**config.mk**
```make
export PLATFORM = sky130hd
export DESIGN_NAME = vga_fb_scanout
export DESIGN_NICKNAME = d
export VERILOG_FILES = /design/src/rtl/vga_pkg.sv /design/src/rtl/vga_timing_gen.sv /design/src/rtl/vga_fb_scanout.sv
export SDC_FILE = /design/constraint.sdc
export NUM_CORES = 1
export LEC_CHECK = 0
export CORE_MARGIN = 1
export CORE_UTILIZATION = 55
export CTS_CLUSTER_SIZE = 20
export DETAILED_ROUTE_END_ITERATION = 10
export GPL_TIMING_DRIVEN = 0
export PLACE_DENSITY = 0.83
export SYNTH_ARGS = -nofsm -noshare
export SYNTH_HDL_FRONTEND = slang
export SYNTH_SLANG_ARGS = --single-unit
```
**constraint.sdc**
```tcl
create_clock -name iCLK -period 3.7 [get_ports iCLK]
set_input_delay 1.11 -clock iCLK [delete_from_list [all_inputs] [get_ports iCLK]]
set_output_delay 1.11 -clock iCLK [all_outputs]
set_load 0.02 [all_outputs]
```
**src/rtl/vga_pkg.sv**
```systemverilog
// Shared VGA definitions: timing record, derived totals, colour bit-replication.
package vga_pkg;

  localparam int unsigned MAX_COLOR_BITS = 8;
  localparam int unsigned MAX_OUT_BITS   = 16;
  localparam int unsigned CIDX_W         = $clog2(MAX_COLOR_BITS);
  localparam int unsigned OIDX_W         = $clog2(MAX_OUT_BITS);

  typedef struct packed {
    int unsigned active;
    int unsigned fp;
    int unsigned sync;
    int unsigned bp;
  } vga_timing_t;

  // Total period of one axis (line or frame).
  function automatic int unsigned timing_total(input vga_timing_t t);
    return t.active + t.fp + t.sync + t.bp;
  endfunction

  // Replicate a cbits-wide channel MSB-first into obits, last copy truncated.
  function automatic logic [MAX_OUT_BITS-1:0] expand_color(
    input logic [MAX_COLOR_BITS-1:0] c,
    input int unsigned               cbits,
    input int unsigned               obits
  );
    logic [MAX_OUT_BITS-1:0] o;
    o = '0;
    for (int unsigned i = 0; i < MAX_OUT_BITS; i++) begin
      if (i < obits) begin
        o[OIDX_W'(obits - 1 - i)] = c[CIDX_W'(cbits - 1 - (i % cbits))];
      end
    end
    return o;
  endfunction

endpackage

```
**src/rtl/vga_timing_gen.sv**
```systemverilog
// Horizontal/vertical counters, phase decode and frame-start/vblank flags.
module vga_timing_gen
  import vga_pkg::*;
#(
  parameter vga_timing_t H_T = '{active: 640, fp: 16, sync: 96, bp: 48},
  parameter vga_timing_t V_T = '{active: 480, fp: 10, sync: 2, bp: 33},
  parameter int unsigned HW  = 10,
  parameter int unsigned VW  = 10
) (
  input  logic          clk,
  input  logic          rst_n,
  output logic [HW-1:0] h_cnt,
  output logic [VW-1:0] v_cnt,
  output logic          h_active_c,
  output logic          v_active_c,
  output logic          hs_n_c,
  output logic          vs_n_c,
  output logic          line_end_c,
  output logic          frame_end_c,
  output logic          frame_start,
  output logic          vblank
);

  localparam logic [HW-1:0] H_LAST   = HW'(timing_total(H_T) - 1);
  localparam logic [HW-1:0] H_ACT    = HW'(H_T.active);
  localparam logic [HW-1:0] H_SYNC_S = HW'(H_T.active + H_T.fp);
  localparam logic [HW-1:0] H_SYNC_E = HW'(H_T.active + H_T.fp + H_T.sync);
  localparam logic [VW-1:0] V_LAST   = VW'(timing_total(V_T) - 1);
  localparam logic [VW-1:0] V_ACT    = VW'(V_T.active);
  localparam logic [VW-1:0] V_SYNC_S = VW'(V_T.active + V_T.fp);
  localparam logic [VW-1:0] V_SYNC_E = VW'(V_T.active + V_T.fp + V_T.sync);

  logic [HW-1:0] h_nxt;
  logic [VW-1:0] v_nxt;

  // Next counter values and phase decode of the current position.
  always_comb begin
    line_end_c  = (h_cnt == H_LAST);
    frame_end_c = line_end_c && (v_cnt == V_LAST);
    h_nxt       = line_end_c ? '0 : h_cnt + HW'(1);
    v_nxt       = v_cnt;
    if (line_end_c) begin
      v_nxt = (v_cnt == V_LAST) ? '0 : v_cnt + VW'(1);
    end
    h_active_c = (h_cnt < H_ACT);
    v_active_c = (v_cnt < V_ACT);
    hs_n_c     = !((h_cnt >= H_SYNC_S) && (h_cnt < H_SYNC_E));
    vs_n_c     = !((v_cnt >= V_SYNC_S) && (v_cnt < V_SYNC_E));
  end

  // Counters plus flags computed from next values so they align with the counters.
  always_ff @(posedge clk or negedge rst_n) begin
    if (!rst_n) begin
      h_cnt       <= '0;
      v_cnt       <= '0;
      frame_start <= 1'b0;
      vblank      <= 1'b0;
    end else begin
      h_cnt       <= h_nxt;
      v_cnt       <= v_nxt;
      frame_start <= (v_nxt == V_ACT) && (h_nxt == '0);
      vblank      <= (v_nxt >= V_ACT);
    end
  end

endmodule

```
**src/rtl/vga_fb_scanout.sv**
```systemverilog
// VGA scanout: timing, scaled frame-buffer walk, colour expansion, DAC drive.
// Optional page flipping is enabled by defining VGA_PAGE_FLIP_EN.
module vga_fb_scanout
  import vga_pkg::*;
#(
  parameter int unsigned H_ACTIVE   = 640,
  parameter int unsigned H_FP       = 16,
  parameter int unsigned H_SYNC     = 96,
  parameter int unsigned H_BP       = 48,
  parameter int unsigned V_ACTIVE   = 480,
  parameter int unsigned V_FP       = 10,
  parameter int unsigned V_SYNC     = 2,
  parameter int unsigned V_BP       = 33,
  parameter int unsigned SCALE_LOG2 = 4,
  parameter int unsigned FB_W       = 40,
  parameter int unsigned FB_H       = 30,
  parameter int unsigned COLOR_BITS = 2,
  parameter int unsigned OUT_BITS   = 10,
`ifdef VGA_PAGE_FLIP_EN
  parameter int unsigned FB_ADDR_WIDTH = 12
`else
  parameter int unsigned FB_ADDR_WIDTH = 11
`endif
) (
  input  logic                     iCLK,
  input  logic                     iRST_N,
`ifdef VGA_PAGE_FLIP_EN
  input  logic                     iPage_Sel,
  output logic                     oPage_Active,
`endif
  output logic [FB_ADDR_WIDTH-1:0] oFB_Addr,
  input  logic [3*COLOR_BITS-1:0]  iFB_Data,
  input  logic [3*COLOR_BITS-1:0]  iBorder_RGB,
  output logic [OUT_BITS-1:0]      oVGA_R,
  output logic [OUT_BITS-1:0]      oVGA_G,
  output logic [OUT_BITS-1:0]      oVGA_B,
  output logic                     oVGA_H_SYNC,
  output logic                     oVGA_V_SYNC,
  output logic                     oVGA_BLANK,
  output logic                     oVGA_SYNC,
  output logic                     oVGA_CLOCK,
  output logic                     oFrame_Start,
  output logic                     oVblank
);

  localparam vga_timing_t H_T = '{active: H_ACTIVE, fp: H_FP, sync: H_SYNC, bp: H_BP};
  localparam vga_timing_t V_T = '{active: V_ACTIVE, fp: V_FP, sync: V_SYNC, bp: V_BP};
  localparam int unsigned HW  = $clog2(timing_total(H_T) + 1);
  localparam int unsigned VW  = $clog2(timing_total(V_T) + 1);
`ifdef VGA_PAGE_FLIP_EN
  localparam int unsigned PAW = FB_ADDR_WIDTH - 1;
`else
  localparam int unsigned PAW = FB_ADDR_WIDTH;
`endif
  localparam logic [HW-1:0] FB_W_H   = HW'(FB_W);
  localparam logic [VW-1:0] FB_H_V   = VW'(FB_H);
  localparam logic [VW-1:0] SUB_MASK = VW'((1 << SCALE_LOG2) - 1);

  logic [HW-1:0]  h_cnt, col_c;
  logic [VW-1:0]  v_cnt, v_row_c;
  logic           h_active_c, v_active_c, hs_n_c, vs_n_c, line_end_c, frame_end_c;
  logic           in_fb_c;
  logic [PAW-1:0] row_base, addr_c;
  logic           s1_active, s1_in_fb, s1_hs_n, s1_vs_n;
  logic           s2_active, s2_in_fb, s2_hs_n, s2_vs_n;
  logic [3*COLOR_BITS-1:0] pix_c;

  vga_timing_gen #(.H_T(H_T), .V_T(V_T), .HW(HW), .VW(VW)) u_timing (
    .clk         (iCLK),
    .rst_n       (iRST_N),
    .h_cnt       (h_cnt),
    .v_cnt       (v_cnt),
    .h_active_c  (h_active_c),
    .v_active_c  (v_active_c),
    .hs_n_c      (hs_n_c),
    .vs_n_c      (vs_n_c),
    .line_end_c  (line_end_c),
    .frame_end_c (frame_end_c),
    .frame_start (oFrame_Start),
    .vblank      (oVblank)
  );

  assign oVGA_SYNC  = 1'b0;
  assign oVGA_CLOCK = ~iCLK;

  // Buffer cell under the beam and its address.
  always_comb begin
    col_c   = h_cnt >> SCALE_LOG2;
    v_row_c = v_cnt >> SCALE_LOG2;
    in_fb_c = h_active_c && v_active_c && (col_c < FB_W_H) && (v_row_c < FB_H_V);
    addr_c  = row_base + PAW'(col_c);
  end

  // Row base steps by one buffer row after the last screen line of each scaled row.
  always_ff @(posedge iCLK or negedge iRST_N) begin
    if (!iRST_N) begin
      row_base <= '0;
    end else if (frame_end_c) begin
      row_base <= '0;
    end else if (line_end_c && ((v_cnt & SUB_MASK) == SUB_MASK) && (v_row_c < FB_H_V)) begin
      row_base <= row_base + PAW'(FB_W);
    end
  end

`ifdef VGA_PAGE_FLIP_EN
  logic page_q;

  // Displayed page only changes at the frame-start strobe.
  always_ff @(posedge iCLK or negedge iRST_N) begin
    if (!iRST_N) begin
      page_q <= 1'b0;
    end else if (oFrame_Start) begin
      page_q <= iPage_Sel;
    end
  end

  assign oPage_Active = page_q;
`endif

  // Stage 1: address register (held outside the buffer area) and flag delay.
  always_ff @(posedge iCLK or negedge iRST_N) begin
    if (!iRST_N) begin
      oFB_Addr  <= '0;
      s1_active <= 1'b0;
      s1_in_fb  <= 1'b0;
      s1_hs_n   <= 1'b1;
      s1_vs_n   <= 1'b1;
    end else begin
      if (in_fb_c) begin
`ifdef VGA_PAGE_FLIP_EN
        oFB_Addr <= {page_q, addr_c};
`else
        oFB_Addr <= addr_c;
`endif
      end
      s1_active <= h_active_c && v_active_c;
      s1_in_fb  <= in_fb_c;
      s1_hs_n   <= hs_n_c;
      s1_vs_n   <= vs_n_c;
    end
  end

  // Stage 2: flags wait for the buffer read data.
  always_ff @(posedge iCLK or negedge iRST_N) begin
    if (!iRST_N) begin
      s2_active <= 1'b0;
      s2_in_fb  <= 1'b0;
      s2_hs_n   <= 1'b1;
      s2_vs_n   <= 1'b1;
    end else begin
      s2_active <= s1_active;
      s2_in_fb  <= s1_in_fb;
      s2_hs_n   <= s1_hs_n;
      s2_vs_n   <= s1_vs_n;
    end
  end

  // Colour select: black in blanking, buffer word inside, border outside.
  always_comb begin
    pix_c = '0;
    if (s2_active) begin
      pix_c = s2_in_fb ? iFB_Data : iBorder_RGB;
    end
  end

  // Stage 3: DAC pins and syncs registered together.
  always_ff @(posedge iCLK or negedge iRST_N) begin
    if (!iRST_N) begin
      oVGA_R      <= '0;
      oVGA_G      <= '0;
      oVGA_B      <= '0;
      oVGA_BLANK  <= 1'b0;
      oVGA_H_SYNC <= 1'b1;
      oVGA_V_SYNC <= 1'b1;
    end else begin
      oVGA_R      <= OUT_BITS'(expand_color(MAX_COLOR_BITS'(pix_c[3*COLOR_BITS-1:2*COLOR_BITS]),
                                            COLOR_BITS, OUT_BITS));
      oVGA_G      <= OUT_BITS'(expand_color(MAX_COLOR_BITS'(pix_c[2*COLOR_BITS-1:COLOR_BITS]),
                                            COLOR_BITS, OUT_BITS));
      oVGA_B      <= OUT_BITS'(expand_color(MAX_COLOR_BITS'(pix_c[COLOR_BITS-1:0]),
                                            COLOR_BITS, OUT_BITS));
      oVGA_BLANK  <= s2_active;
      oVGA_H_SYNC <= s2_hs_n;
      oVGA_V_SYNC <= s2_vs_n;
    end
  end

endmodule
```
==> results.json <==
{
  "synth_cell_type_count": 46,
  "vias_per_cell": 5.20,
  "cp.arrival_ns": 2.54,
  "grt_antenna_before_repair": 0,
  "cts_tree": "yes",
  "ant_nets": 0,
  "syn2layout_area_growth_pct": 27.9,
  "worstSetupStartpointType": "clock port",
  "totalWireLength_um": 5670,
  "start_util_pct": 56.8,
  "synthFlopType": "dfrtp_1",
  "die_width_um": 74.7,
  "clockRootBuffer": "clkbuf_8",
  "setup_viol": 0,
  "wire_per_inst_um": 13.0,
  "synth_top_cell_by_area": "dfrtp_1",
  "max-vdd-ir-drop_mv": 0.275,
  "drt-pass1-iter-count": 4,
  "clock_latency_ns": 0.33,
  "cpMostUsedCell": "clkbuf_8",
  "dp_slack_ns": 0.131,
  "hp-class": "reg -> reg",
  "path_max_fanout": 8,
  "power_leakage_nw": 1.61,
  "fin_ws_ns": 0.0532,
  "rsz0062_at_grt": "false",
  "powerDensity_nw_per_um2": 336,
  "worstSetupPathType": "clk -> out",
  "netlist_area_um2": 2900,
  "grt_overflow": 0,
  "hpwl_um": 4140,
  "ys_warn_count": 0,
  "hold_violations": 0,
  "synthTopCellsByArea": "dfrtp_1 43%, buf_4 6.5%, dfstp_2 5.4%",
  "crit_chain": "clkbuf_8 > clkbuf_8 > inv_1 > dlygate4sd2_1",
  "clkSlewWorstSetupHoldPaths_ns": 0.06,
  "slowest_delay_ns": 0.32,
  "hold_slack_ns": 0.345,
  "synth-seq-cells": 56,
  "grt_pass1_vias": 2150,
  "htreeDepth": 3,
  "post_cts_resize_count": 1,
  "grt_max_degree": 39,
  "crit_path_end_kind": "output port",
  "maxCapViolCount": 0,
  "num_rows": 26,
  "synth_edf_count": 0,
  "crit_path_top_delay_cell": "dlygate4sd2_1",
  "port_buffers": 54,
  "layout.nets": 384,
  "syn_inst": 293,
  "die_h_um": 74.7,
  "core_region_area_um2": 5110,
  "p_total_mw": 1.25,
  "slew-limit-headroom_pct": 51.5,
  "grt_pass1_wl_um": 9420,
  "drive_above_1_share_pct": 15.9,
  "yosys.area.top_type_share_pct": 43.1,
  "cts_buffers": 9,
  "gp_congestion": 0.848,
  "worstPathRequired_ns": 2.59,
  "synth-async-reset-ratio_pct": 100,
  "post-route-util_pct": 72.7,
  "run_status": "finished clean",
  "cts_hold_buf": 0,
  "vias": 2261,
  "cts_setup_buffers": 0,
  "setup_tns_ns": 0,
  "worstMarginPinSlew_ns": 0.722,
  "dr.first_iter.drc_count": 114,
  "clk_path_buf_depth": 2,
  "syn_avg_cell_area_um2": 9.91,
  "io-pin-count": 62,
  "antennaDiodeCount": 0,
  "drt_drc_violations_left": 0,
  "fin_skew_ns": 0.00296,
  "grt_usage_pct": 22.6,
  "drv_slew": 0,
  "die-area_um2": 5570,
  "synth-seq-area-share_pct": 48.5
}
==> stage by stage <==
step / instances / area (um2)
2_1_floorplan: 294 / 2910
3_3_place_gp: 418 / 3530
3_5_place_dp: 419 / 3550
4_1_cts: 435 / 3710
5_1_grt: 435 / 3710
6_report: 435 / 3710
==> cells in the mapped netlist, types with 3 or more instances <==
master / number
o31ai_1: 3
nand2_1: 31
a21oi_1: 8
xor2_1: 15
clkbuf_1: 7
buf_2: 3
buf_4: 25
nor2_1: 24
xnor2_1: 12
nor3_1: 7
ha_1: 10
nand3_1: 14
nand4_1: 7
inv_1: 7
o211ai_1: 3
o21ai_0: 17
a31oi_1: 3
mux2_2: 3
nor2b_1: 4
and2_1: 6
dfrtp_1: 50
dfstp_2: 6
==> final cells by class <==
type                            instances  area (um2)
Sequential cell                        56        1410
Inverter                                6        22.5
Fill cell                             389        1400
Multi-Input combinational cell        196        1240
Timing Repair Buffer                   54         546
Buffer                                 35         229
Clock buffer                           13         154
Tap cell                               70        87.6
Clock inverter                          5        22.5
==> per-layer routing <==
layer	track usage (%)	routed length, um
met1	26.8	2390
met2	38.8	2860
met3	6.29	339
met4	9.22	80
met5	0	0
==> power breakdown <==
group,switching [mW],total [mW],internal [mW]
logic,0.0484,0.105,0.0564
registers,0.00464,0.622,0.617
clock network,0.251,0.519,0.267
total,0.305,1.25,0.941
==> worst max-delay path, delay by kind of cell <==
family,cells,cell delay [ns]
buf+inv,4,0.69
==> path summary, 6_finish.rpt <==
check                                       start              endpoint  slack [ns]  cells past startpoint
worst max-delay path                         iCLK            oVGA_CLOCK        0.05                      4
worst min-delay path                    s1_active             s2_active        0.34                      0
worst max register to register  u_timing.h_cnt[0]  u_timing.frame_start        1.21                      7
worst min register to register          s1_active             s2_active        0.34                      0
max in group asynchronous                  iRST_N               s1_hs_n        2.37                      2
min in group asynchronous                  iRST_N          oFB_Addr[10]        0.72                      1
==> state kept, by name, indices dropped and copies added, names as in the netlist <==
name	count
s2_vs_n	1
s1_vs_n	1
s1_active	1
oVGA_H_SYNC	1
oVGA_B	2
u_timing.v_cnt	10
row_base	8
oVGA_BLANK	1
oVGA_G	2
s2_hs_n	1
s2_active	1
u_timing.vblank	1
u_timing.h_cnt	10
oVGA_V_SYNC	1
s1_hs_n	1
oFB_Addr	11
oVGA_R	2
u_timing.frame_start	1
==> cells by family (layout without fill, tap and decap cells) <==
| group | after synthesis | in the layout | share of synthesized area [%] |
|---|---|---|---|
| AO/OA/AOI/OAI | 41 | 41 | 8.41 |
| XOR/XNOR | 27 | 27 | 8.15 |
| adder cells (fa/ha/maj) | 10 | 10 | 4.31 |
| buffers and inverters | 42 | 113 | 8.79 |
| flip-flops | 56 | 56 | 48.5 |
| multiplexers | 5 | 5 | 1.85 |
| other | 1 | 2 | 0.129 |
| AND/OR/NAND/NOR | 111 | 111 | 19.8 |
==> layout by cell type, fill, tap and decap left out, types with 4 or more instances in the layout <==
master	netlist	final
a21oi_1	8	8
and2_1	6	6
buf_2	3	4
buf_4	25	25
clkbuf_1	7	9
clkbuf_8	0	10
clkdlybuf4s50_1	0	52
dfrtp_1	50	50
dfstp_2	6	6
ha_1	10	10
inv_1	7	7
nand2_1	31	31
nand3_1	14	14
nand4_1	7	7
nor2_1	24	24
nor2b_1	4	4
nor3_1	7	7
o21ai_0	17	17
xnor2_1	12	12
xor2_1	15	15
(Power assumes the default switching activity.)
